==> src/rtl/div_ctrl_pkg.sv <==
// ----------------------------------------------------------------------------
// div_ctrl_pkg: shared types and defaults for the divider issue controller.
// Revision: 1.0
// ----------------------------------------------------------------------------
`default_nettype none

package div_ctrl_pkg;

  localparam int DEF_DW      = 32;
  localparam int DEF_TAG_W   = 5;
  localparam int DEF_TIMEOUT = 40;

  typedef enum logic [1:0] {
    IDLE  = 2'd0,
    START = 2'd1,
    BUSY  = 2'd2,
    DONE  = 2'd3
  } state_t;

  typedef struct packed {
    logic [DEF_TAG_W-1:0] tag;
    logic                 dz;
    logic [DEF_DW-1:0]    rem;
    logic [DEF_DW-1:0]    quot;
  } rsp_t;

endpackage

`default_nettype wire

==> src/rtl/div_issue_ctrl_if.sv <==
// ----------------------------------------------------------------------------
// div_issue_ctrl_if: request, response and divider-side signals of the issue controller.
// Revision: 1.0
// ----------------------------------------------------------------------------
`default_nettype none

interface div_issue_ctrl_if
  import div_ctrl_pkg::*;
#(
  parameter int DW    = DEF_DW,
  parameter int TAG_W = DEF_TAG_W
) ();

  logic             flush;
  logic             req_valid;
  logic             req_ready;
  logic             req_sign;
  logic [DW-1:0]    req_a;
  logic [DW-1:0]    req_b;
  logic [TAG_W-1:0] req_tag;
  logic             rsp_valid;
  logic             rsp_ready;
  logic [DW-1:0]    rsp_quot;
  logic [DW-1:0]    rsp_rem;
  logic [TAG_W-1:0] rsp_tag;
  logic             rsp_dz;
  logic             ctrl_stall;
  logic             div_valid;
  logic             div_sign;
  logic [DW-1:0]    div_a;
  logic [DW-1:0]    div_b;
  logic             div_flush;
  logic             div_stall;
  logic [2*DW-1:0]  div_result;
  logic             err_timeout;

  // Pipeline / divider side.
  modport master (
    output flush, req_valid, req_sign, req_a, req_b, req_tag, rsp_ready,
           div_stall, div_result,
    input  req_ready, rsp_valid, rsp_quot, rsp_rem, rsp_tag, rsp_dz,
           ctrl_stall, div_valid, div_sign, div_a, div_b, div_flush, err_timeout
  );

  // Issue controller side.
  modport slave (
    input  flush, req_valid, req_sign, req_a, req_b, req_tag, rsp_ready,
           div_stall, div_result,
    output req_ready, rsp_valid, rsp_quot, rsp_rem, rsp_tag, rsp_dz,
           ctrl_stall, div_valid, div_sign, div_a, div_b, div_flush, err_timeout
  );

endinterface

`default_nettype wire

==> src/rtl/div_issue_ctrl.sv <==
// ----------------------------------------------------------------------------
// div_issue_ctrl: launches tagged divides on the shared divider and returns results.
// Option macro: DIV_ZERO_FAST_EN (zero divisor answered without the divider).
// Revision: 1.0
// ----------------------------------------------------------------------------
`default_nettype none

module div_issue_ctrl
  import div_ctrl_pkg::*;
#(
  parameter int DW      = DEF_DW,
  parameter int TAG_W   = DEF_TAG_W,
  parameter int TIMEOUT = DEF_TIMEOUT
) (
  input  logic            clk,
  input  logic            rst,
  div_issue_ctrl_if.slave bus
);

  localparam int               CNT_W      = $clog2(TIMEOUT + 1);
  localparam logic [CNT_W-1:0] C_CNT_LAST = CNT_W'(TIMEOUT - 1);

  state_t           r_state;
  state_t           w_next;
  logic [DW-1:0]    r_a;
  logic [DW-1:0]    r_b;
  logic             r_sign;
  rsp_t             r_rsp;
  logic [CNT_W-1:0] r_cnt;
  logic             r_seen_busy;
  logic             r_err;

  logic             w_req_ready;
  logic             w_req_fire;
  logic             w_div_valid;
  logic             w_capture;
  logic             w_wd_fire;

  assign w_req_fire = w_req_ready & bus.req_valid;

  always_ff @(posedge clk) begin
    if (rst) begin
      r_state <= IDLE;
    end else begin
      r_state <= w_next;
    end
  end

  always_comb begin
    w_next      = r_state;
    w_req_ready = 1'b0;
    w_div_valid = 1'b0;
    w_capture   = 1'b0;
    w_wd_fire   = 1'b0;
    case (r_state)
      IDLE: begin
        w_req_ready = ~bus.flush;
        if (bus.req_valid && !bus.flush) begin
`ifdef DIV_ZERO_FAST_EN
          w_next = (bus.req_b == '0) ? DONE : START;
`else
          w_next = START;
`endif
        end
      end
      START: begin
        w_div_valid = 1'b1;
        w_next      = BUSY;
      end
      BUSY: begin
        // Completion is the falling edge of div_stall after it was seen high.
        if (r_seen_busy && !bus.div_stall) begin
          w_capture = 1'b1;
          w_next    = DONE;
        end else if (r_cnt == C_CNT_LAST) begin
          w_wd_fire = 1'b1;
          w_next    = IDLE;
        end
      end
      DONE: begin
        if (bus.rsp_ready) begin
          w_next = IDLE;
        end
      end
      default: w_next = IDLE;
    endcase
    if (bus.flush) begin
      w_next = IDLE;
    end
  end

  always_ff @(posedge clk) begin
    if (rst) begin
      r_a         <= '0;
      r_b         <= '0;
      r_sign      <= 1'b0;
      r_rsp       <= '0;
      r_cnt       <= '0;
      r_seen_busy <= 1'b0;
      r_err       <= 1'b0;
    end else begin
      if (w_req_fire) begin
        r_a       <= bus.req_a;
        r_b       <= bus.req_b;
        r_sign    <= bus.req_sign;
        r_rsp.tag <= DEF_TAG_W'(bus.req_tag);
        r_rsp.dz  <= (bus.req_b == '0);
`ifdef DIV_ZERO_FAST_EN
        if (bus.req_b == '0) begin
          r_rsp.quot <= '1;
          r_rsp.rem  <= DEF_DW'(bus.req_a);
        end
`endif
      end
      if (r_state == START) begin
        r_cnt       <= '0;
        r_seen_busy <= 1'b0;
      end else if (r_state == BUSY) begin
        r_cnt <= r_cnt + 1'b1;
        if (bus.div_stall) begin
          r_seen_busy <= 1'b1;
        end
      end
      // Divider already applies sign correction; result is stored raw.
      if (w_capture) begin
        {r_rsp.rem, r_rsp.quot} <= bus.div_result;
      end
      if (w_wd_fire) begin
        r_err <= 1'b1;
      end
    end
  end

  assign bus.req_ready   = w_req_ready;
  assign bus.rsp_valid   = (r_state == DONE);
  assign bus.rsp_quot    = DW'(r_rsp.quot);
  assign bus.rsp_rem     = DW'(r_rsp.rem);
  assign bus.rsp_tag     = TAG_W'(r_rsp.tag);
  assign bus.rsp_dz      = r_rsp.dz;
  assign bus.ctrl_stall  = (r_state == START) || (r_state == BUSY) ||
                           ((r_state == DONE) && !bus.rsp_ready);
  assign bus.div_valid   = w_div_valid;
  assign bus.div_sign    = r_sign;
  assign bus.div_a       = r_a;
  assign bus.div_b       = r_b;
  assign bus.div_flush   = bus.flush | w_wd_fire;
  assign bus.err_timeout = r_err;

endmodule

`default_nettype wire

==> src/flat_wrapper.sv <==
// flat-port wrapper written by rule: the top's interface ports become plain ports
module div_issue_ctrl_flat import div_ctrl_pkg::*;
#(
  parameter int DW      = DEF_DW,
  parameter int TAG_W   = DEF_TAG_W,
  parameter int TIMEOUT = DEF_TIMEOUT
)
  (clk, rst, bus_flush, bus_req_valid, bus_req_sign, bus_req_a, bus_req_b, bus_req_tag, bus_rsp_ready, bus_div_stall, bus_div_result, bus_req_ready, bus_rsp_valid, bus_rsp_quot, bus_rsp_rem, bus_rsp_tag, bus_rsp_dz, bus_ctrl_stall, bus_div_valid, bus_div_sign, bus_div_a, bus_div_b, bus_div_flush, bus_err_timeout);
  div_issue_ctrl_if #(.DW(DW), .TAG_W(TAG_W)) bus_i ();
  input  logic clk;
  input  logic rst;
  input wire logic [$bits(bus_i.flush)-1:0] bus_flush;
  input wire logic [$bits(bus_i.req_valid)-1:0] bus_req_valid;
  input wire logic [$bits(bus_i.req_sign)-1:0] bus_req_sign;
  input wire logic [$bits(bus_i.req_a)-1:0] bus_req_a;
  input wire logic [$bits(bus_i.req_b)-1:0] bus_req_b;
  input wire logic [$bits(bus_i.req_tag)-1:0] bus_req_tag;
  input wire logic [$bits(bus_i.rsp_ready)-1:0] bus_rsp_ready;
  input wire logic [$bits(bus_i.div_stall)-1:0] bus_div_stall;
  input wire logic [$bits(bus_i.div_result)-1:0] bus_div_result;
  output wire logic [$bits(bus_i.req_ready)-1:0] bus_req_ready;
  output wire logic [$bits(bus_i.rsp_valid)-1:0] bus_rsp_valid;
  output wire logic [$bits(bus_i.rsp_quot)-1:0] bus_rsp_quot;
  output wire logic [$bits(bus_i.rsp_rem)-1:0] bus_rsp_rem;
  output wire logic [$bits(bus_i.rsp_tag)-1:0] bus_rsp_tag;
  output wire logic [$bits(bus_i.rsp_dz)-1:0] bus_rsp_dz;
  output wire logic [$bits(bus_i.ctrl_stall)-1:0] bus_ctrl_stall;
  output wire logic [$bits(bus_i.div_valid)-1:0] bus_div_valid;
  output wire logic [$bits(bus_i.div_sign)-1:0] bus_div_sign;
  output wire logic [$bits(bus_i.div_a)-1:0] bus_div_a;
  output wire logic [$bits(bus_i.div_b)-1:0] bus_div_b;
  output wire logic [$bits(bus_i.div_flush)-1:0] bus_div_flush;
  output wire logic [$bits(bus_i.err_timeout)-1:0] bus_err_timeout;
  assign bus_i.flush = bus_flush;
  assign bus_i.req_valid = bus_req_valid;
  assign bus_i.req_sign = bus_req_sign;
  assign bus_i.req_a = bus_req_a;
  assign bus_i.req_b = bus_req_b;
  assign bus_i.req_tag = bus_req_tag;
  assign bus_i.rsp_ready = bus_rsp_ready;
  assign bus_i.div_stall = bus_div_stall;
  assign bus_i.div_result = bus_div_result;
  assign bus_req_ready = bus_i.req_ready;
  assign bus_rsp_valid = bus_i.rsp_valid;
  assign bus_rsp_quot = bus_i.rsp_quot;
  assign bus_rsp_rem = bus_i.rsp_rem;
  assign bus_rsp_tag = bus_i.rsp_tag;
  assign bus_rsp_dz = bus_i.rsp_dz;
  assign bus_ctrl_stall = bus_i.ctrl_stall;
  assign bus_div_valid = bus_i.div_valid;
  assign bus_div_sign = bus_i.div_sign;
  assign bus_div_a = bus_i.div_a;
  assign bus_div_b = bus_i.div_b;
  assign bus_div_flush = bus_i.div_flush;
  assign bus_err_timeout = bus_i.err_timeout;
  div_issue_ctrl #(.DW(DW), .TAG_W(TAG_W), .TIMEOUT(TIMEOUT)) u_core (.clk(clk), .rst(rst), .bus(bus_i));
endmodule
==> config.mk <==
export PLATFORM = sky130hd
export DESIGN_NAME = div_issue_ctrl_flat
export DESIGN_NICKNAME = d
export VERILOG_FILES = /design/src/rtl/div_ctrl_pkg.sv /design/src/rtl/div_issue_ctrl_if.sv /design/src/rtl/div_issue_ctrl.sv /design/src/flat_wrapper.sv
export SDC_FILE = /design/constraint.sdc
export NUM_CORES = 1
export LEC_CHECK = 0
export CAP_MARGIN = 0
export CORE_MARGIN = 8
export CORE_UTILIZATION = 35
export DETAILED_ROUTE_END_ITERATION = 10
export GPL_TIMING_DRIVEN = 1
export PLACE_DENSITY = 0.87
export SYNTH_ARGS = -nofsm -noshare
export SYNTH_HDL_FRONTEND = slang
export SYNTH_SLANG_ARGS = --single-unit
export TNS_END_PERCENT = 10
==> constraint.sdc <==
create_clock -name clk -period 1.7 [get_ports clk]
set_input_delay 0.51 -clock clk [delete_from_list [all_inputs] [get_ports clk]]
set_output_delay 0.51 -clock clk [all_outputs]
set_load 0.02 [all_outputs]
==> flow_metrics.py, run 1 <==
metrics = {
    "final_layout": {
        "stdcell_area_mm2": 0.00940,
        "fin_nets": 1117,
        "utilization": 0.647,
        "regArea_mm2": 0.00291,
        "syn2layout_area_growth_pct": 80.4,
        "fillCellCount": 1208,
        "drive_above_1_share": 0.139,
        "multi_input_area_mm2": 0.00230,
        "num_antenna_cells": 0,
    },
    "setup_path": {
        "path_buf_inv": 2,
        "crit_family": "buffers and inverters",
        "r2r_slack_ps": -130,
        "arrival_ps": 1430,
        "cp.required_ps": 1190,
        "path_cells": "clkdlybuf4s50_1 -> nor2b_4 -> or2_4 -> buf_6",
        "slowest_stage": "clkdlybuf4s50_1",
        "cp-end-kind": "primary output",
        "critPathMaxFanout": 2,
        "criticalPathCategory": "in2out",
        "start_kind": "input pin",
        "slowest_delay_ps": 500,
    },
    "yosys": {
        "ys_types": 29,
        "synth_area_per_cell_um2": 7.89,
        "syn_nets": 806,
        "ys_seq_area_frac": 0.557,
        "synthCells": 660,
        "synth.ff_latch_count": 145,
        "async_flop_share": 0,
        "netlist_area_mm2": 0.00521,
        "synth_warnings": 0,
        "synth_edf_count": 0,
        "synth_ff_type": "dfxtp_1",
    },
    "run_status": {
        "violations": "setup timing",
        "status": "finished, violations left",
    },
    "clocking": {
        "htreeDepth": 4,
        "insertion_delay_ps": 400,
        "cts.path.max_buffers": 2,
        "clock_sinks": 145,
        "clkTransAtPathRegs_ps": 60,
        "cts-root-buf": "clkbuf_16",
        "cts_buffers": 17,
        "cts_tree": "done",
    },
    "sta": {
        "worst_pin_slew_ps": 589,
        "fmax_mhz": 515,
        "layout_setup_ws_ps": -240,
        "relSlewSlack": 0.607,
        "rsz0062_at_grt": "true",
        "drv_slew": 0,
        "final_hold_viol_count": 0,
        "setup_violations": 60,
        "min_period_over_period": 1.14,
        "finClkSkew_ps": 8.62,
        "fin_crit_ps": 1940,
    },
    "die": {
        "die_area_mm2": 0.0190,
        "core_region_area_mm2": 0.0145,
        "initial_core_util": 0.358,
        "die_h_um": 138,
        "dieWidth_um": 138,
        "rows": 44,
        "ios": 281,
    },
    "place": {
        "dp_slack_ps": -707,
        "dp_hpwl_mm": 14.0,
        "gp_congestion": 0.849,
        "buffer_ports.inserted": 280,
        "placed_area_mm2": 0.00845,
    },
    "power": {
        "power_mw": 8.36,
        "p_leak_nw": 4.07,
        "p_per_area_mw_per_mm2": 889,
        "vdd_drop_max_v": 0.000583,
    },
    "detailed_routing": {
        "post-route-drc-count": 0,
        "dr.first_iter.drc_count": 346,
        "drtPass1Iterations": 5,
        "via_count": 5611,
        "avgRoutedWirePerCell_um": 16.8,
        "routed_via_density": 4.80,
        "antenna_left": 0,
        "wirelength_mm": 19.7,
    },
    "grt": {
        "grt_pass1_vias": 5514,
        "grt_max_degree": 68,
        "grt_overflow": 0,
        "antenna_found_initial": 0,
        "grt_pass1_wl_mm": 29.2,
        "grtUsageTotal": 0.187,
    },
    "job": {
        "cap_viol_max_count": 0,
    },
    "hold_path": {
        "hp-class": "in2reg",
    },
}
[power breakdown]
| part | total, mW | switching [mW] | internal, mW |
|---|---|---|---|
| registers | 3.52 | 0.0383 | 3.48 |
| logic | 0.937 | 0.435 | 0.503 |
| clock network | 3.90 | 1.46 | 2.44 |
| total | 8.36 | 1.93 | 6.42 |
[sequential cells by signal (all words and copies together) (netlist names)]
name / flops
u_core.bus.rsp_rem: 32
u_core.bus.div_sign: 1
u_core.r_seen_busy: 1
u_core.r_cnt: 6
u_core.bus.div_b: 32
u_core.bus.rsp_dz: 1
u_core.bus.rsp_quot: 32
u_core.bus.div_a: 32
u_core.bus.rsp_tag: 5
u_core.bus.err_timeout: 1
u_core.r_state: 2
[worst reg2reg max path, delay by kind of cell, from the launching register on]
| family | cells | cell delay [ps] |
|---|---|---|
| compound gates | 1 | 110 |
| fa+ha+maj | 1 | 160 |
| buf+inv | 7 | 830 |
| flops | 1 | 360 |
| simple gates | 2 | 310 |
[repair_timing]
item,in CTS,in global routing
gates cloned,0,5
hold buffers,0,0
hold endpoints to repair,0,0
endpoints found under the setup margin,206,79
gates resized for setup,197,32
pin swaps,7,8
buffers inserted,4,8
[layer usage]
layer	global-route usage	wire [um]
met1	0.199	7600
met2	0.338	10400
met3	0.0517	1140
met4	0.0801	510
met5	0	0
[cells in the mapped netlist (2+ instances only)]
| master | n | area share |
|---|---|---|
| a21oi_1 | 138 | 0.13 |
| buf_2 | 22 | 0.021 |
| clkbuf_1 | 24 | 0.017 |
| dfxtp_1 | 145 | 0.56 |
| ha_1 | 6 | 0.014 |
| inv_1 | 4 | 0.0029 |
| mux2i_1 | 2 | 0.0038 |
| nand2_1 | 273 | 0.20 |
| nand2b_1 | 3 | 0.0036 |
| nand4_1 | 4 | 0.0048 |
| nor2_1 | 9 | 0.0065 |
| nor2b_1 | 2 | 0.0024 |
| nor4_1 | 6 | 0.0072 |
| o21ai_0 | 2 | 0.0019 |
| or2_2 | 3 | 0.0036 |
| or4_1 | 2 | 0.0029 |
| xor2_1 | 3 | 0.0050 |
[metrics by stage]
stage	setup TNS, ps	hold slack, ps	instances
final	-5580	420	1168
after global routing	-11920	406	1168
after CTS	-634	451	1155
after detailed placement	-43740	446	1119
after global placement	-38740	435	1119
after floorplan	0	438	660
[final cells by class]
class,count,area share
Clock inverter,11,0.0164
Timing Repair Buffer,338,0.353
Tap cell,184,0.0245
Clock buffer,21,0.0501
Multi-Input combinational cell,465,0.245
Inverter,4,0.00186
Sequential cell,145,0.310
[layout by cell type, fill, tap and decap left out, types with 4 or more instances in the layout]
cell type | synthesis | final
dlygate4sd2_1 | 0 | 137
clkbuf_16 | 0 | 22
nand4_1 | 4 | 4
dfxtp_1 | 145 | 141
a21oi_2 | 0 | 15
buf_6 | 0 | 10
clkdlybuf4s50_1 | 0 | 132
a21oi_1 | 138 | 123
nand2_1 | 273 | 271
clkinv_4 | 0 | 4
nor2_1 | 9 | 8
ha_4 | 0 | 5
nor4_1 | 6 | 4
buf_12 | 0 | 10
dlymetal6s2s_1 | 0 | 5
buf_4 | 0 | 39
[final timing paths]
kind                                                          start  depth (start not counted)                                   to
worst min register to register  u_core.bus.err_timeout$_SDFFE_PP0P_                          2  u_core.bus.err_timeout$_SDFFE_PP0P_
worst max-delay path                                  bus_rsp_ready                          4                       bus_ctrl_stall
worst min-delay path                                  bus_req_b[12]                          3    u_core.bus.div_b[12]$_SDFFE_PP0P_
worst max register to register       u_core.r_state[0]$_SDFFE_PP0P_                         11  u_core.bus.rsp_rem[11]$_SDFFE_PP0P_
[cells by family after synthesis]
kind of cell / Yosys count / synth area share
and+or+nand+nor: 309 / 0.236
DFF: 145 / 0.557
AOI/OAI and AO/OA: 144 / 0.140
buffers and inverters: 50 / 0.0413
adders and majority gates: 6 / 0.0144
xor gates and xnor gates: 4 / 0.00673
muxes: 2 / 0.00384
Note: power is estimated with default switching activity, not from simulation.
==> inputs of run 2 (changes only) <==
--- a/config.mk
+++ b/config.mk
@@ -6,6 +6,7 @@
 export NUM_CORES = 1
 export LEC_CHECK = 0
 export CAP_MARGIN = 0
+export CORE_ASPECT_RATIO = 0.8
 export CORE_MARGIN = 8
 export CORE_UTILIZATION = 35
 export DETAILED_ROUTE_END_ITERATION = 10
==> flow_metrics.py, run 2 (same netlist as run 1, synthesis figures left out) <==
metrics = {
    "power": {
        "pwr-share-seq": 0.399,
        "p_per_area_mw_per_mm2": 947,
        "switchingPower_mw": 1.89,
        "pwr-share-clk": 0.496,
        "pwr-share-comb": 0.104,
        "vdd_drop_max_v": 0.000799,
        "switching_share": 0.214,
        "p_leak_nw": 4.03,
        "internal_power_mw": 6.92,
    },
    "grt": {
        "grt_pass1_vias": 5471,
        "grt_overflow": 0,
        "grt_pass1_wl_mm": 29.1,
        "grt_max_degree": 71,
        "grtUsageTotal": 0.188,
        "antenna_found_initial": 0,
    },
    "die": {
        "core_region_area_mm2": 0.0148,
        "dieWidth_um": 152,
        "rows": 40,
        "ios": 281,
        "die_area_mm2": 0.0191,
        "die_h_um": 125,
        "initial_core_util": 0.353,
    },
    "place": {
        "gp_congestion": 0.861,
        "dp.cells": 1132,
        "dp_hpwl_mm": 13.6,
        "buffer_ports.inserted": 280,
    },
    "detailed_routing": {
        "dr.first_iter.drc_count": 262,
        "routed_via_density": 4.73,
        "drtPass1Iterations": 5,
        "antenna_left": 0,
        "via_count": 5539,
        "wirelength_mm": 18.9,
        "avgRoutedWirePerCell_um": 16.1,
        "post-route-drc-count": 0,
    },
    "clocking": {
        "cts.path.max_buffers": 2,
        "cts-root-buf": "clkbuf_16",
        "clock_sinks": 145,
        "insertion_delay_ps": 400,
        "htreeDepth": 4,
        "cts_tree": "done",
        "cts_buffers": 17,
        "clkTransAtPathRegs_ps": 60,
        "cts_hold_buf": 0,
    },
    "setup_path": {
        "cp_num_cells": 4,
        "criticalPathCategory": "in2out",
        "path_cells": "clkdlybuf4s50_1 -> nor2b_4 -> or2_4 -> buf_6",
        "cp-end-kind": "primary output",
        "cp.required_ps": 1190,
        "crit_family": "buffers and inverters",
        "critPathMaxFanout": 2,
        "slowest_stage": "clkdlybuf4s50_1",
        "slowest_delay_ps": 500,
        "reg2regPathDepth": 11,
        "rr_endpoint": "u_core.bus.rsp_rem[29]$_SDFFE_PP0P_",
        "start_kind": "input pin",
        "arrival_ps": 1430,
        "worstReg2RegStart": "u_core.r_state[0]$_SDFFE_PP0P_",
        "r2r_slack_ps": -60,
        "path_buf_inv": 2,
    },
    "hold_path": {
        "holdPathEnd": "u_core.bus.err_timeout$_SDFFE_PP0P_",
        "hold_depth": 2,
        "min_from": "u_core.bus.err_timeout$_SDFFE_PP0P_",
        "hp-class": "reg2reg",
    },
    "final_layout": {
        "final_cell_mix": "nand2_1 (271), dlygate4sd2_1 (141), dfxtp_1 (141), a21oi_1 (136), clkdlybuf4s50_1 (132)",
        "drive_above_1_share": 0.124,
        "fin_nets": 1115,
        "fin_cells": 1171,
        "final_common_cell": "nand2_1",
        "multi_input_area_mm2": 0.00224,
        "syn2layout_area_growth_pct": 78.6,
        "fillCellCount": 1268,
        "num_antenna_cells": 0,
        "regArea_mm2": 0.00291,
    },
    "sta": {
        "drv_slew": 0,
        "layout_setup_ws_ps": -238,
        "whs_ps": 442,
        "finClkSkew_ps": 6.78,
        "min_period_over_period": 1.14,
        "final_hold_viol_count": 0,
        "worst_pin_slew_ps": 451,
        "fin_crit_ps": 1940,
        "fmax_mhz": 516,
        "rsz0062_at_grt": "true",
        "relSlewSlack": 0.696,
        "setup_violations": 48,
    },
    "run_status": {
        "status": "finished, violations left",
        "violations": "setup timing",
    },
    "job": {
        "cap_viol_max_count": 0,
    },
}
==> run 2: layout make-up <==
class                           instances  area share
Timing Repair Buffer                  336       0.344
Tap cell                              189      0.0254
Sequential cell                       145       0.313
Clock buffer                           19      0.0476
Multi-Input combinational cell        465       0.240
Clock inverter                         13      0.0277
Inverter                                4     0.00188
==> run 2: per-stage QoR <==
step	setup TNS [ps]	power [mW]	util	setup slack, ps	instance area [um2]
floorplan	0	3.92	-	15.1	5210
global placement	-44210	4.54	0.575	-698	8490
detailed placement	-47020	4.56	0.575	-736	8490
CTS	-4580	8.91	0.620	-247	9160
global route	-6400	9.15	0.630	-276	9300
finish	-1790	8.81	0.630	-238	9300
==> run 2: worst max path at each step <==
stage / slack [ps] / endpoint / from
detailed placement: -740 / bus_div_flush / bus_div_stall
floorplan: 20 / u_core.bus.div_a[25]$_SDFFE_PP0P_ / u_core.r_state[0]$_SDFFE_PP0P_
global placement: -700 / bus_div_flush / bus_div_stall
finish: -240 / bus_ctrl_stall / bus_rsp_ready
global route: -280 / bus_ctrl_stall / u_core.r_state[0]$_SDFFE_PP0P_
CTS: -250 / bus_ctrl_stall / u_core.r_state[0]$_SDFFE_PP0P_
==> run 2: repair_timing <==
action                     in CTS  in global routing
setup buffers                   2                  2
gates cloned                    0                  3
setup endpoints to repair     218                 78
gates resized for setup       202                 13
pin swaps                      10                  4
==> run 2: worst min-delay path, stage by stage, from the launching register on <==
cell,delay [ps]
dfxtp_1,300
inv_1,50
a21oi_1,50
==> run 2: power groups by stage <==
stage,logic (mW),registers (mW),clock network (mW)
finish,0.921,3.52,4.37
CTS,0.921,3.52,4.47
global placement,0.950,3.59,0
floorplan,0.226,3.70,0
detailed placement,0.958,3.60,0
global route,0.992,3.53,4.63
==> run 2: routing by layer <==
metal	part of all wire	GRT usage	wire (um)	vias to the layer above
met5	0	0	0	-
met4	0.014	0.0540	261	0
met3	0.074	0.0647	1400	22
met2	0.50	0.332	9470	197
met1	0.41	0.211	7760	2554
li1	-	-	-	2766
==> inputs of run 3 (changes only) <==
--- a/config.mk
+++ b/config.mk
@@ -12,6 +12,7 @@
 export DETAILED_ROUTE_END_ITERATION = 10
 export GPL_TIMING_DRIVEN = 1
 export PLACE_DENSITY = 0.87
+export SLEW_MARGIN = 10
 export SYNTH_ARGS = -nofsm -noshare
 export SYNTH_HDL_FRONTEND = slang
 export SYNTH_SLANG_ARGS = --single-unit
==> results of run 3 <==
The final DEF is identical to that of run 2; final timing and power are the same.
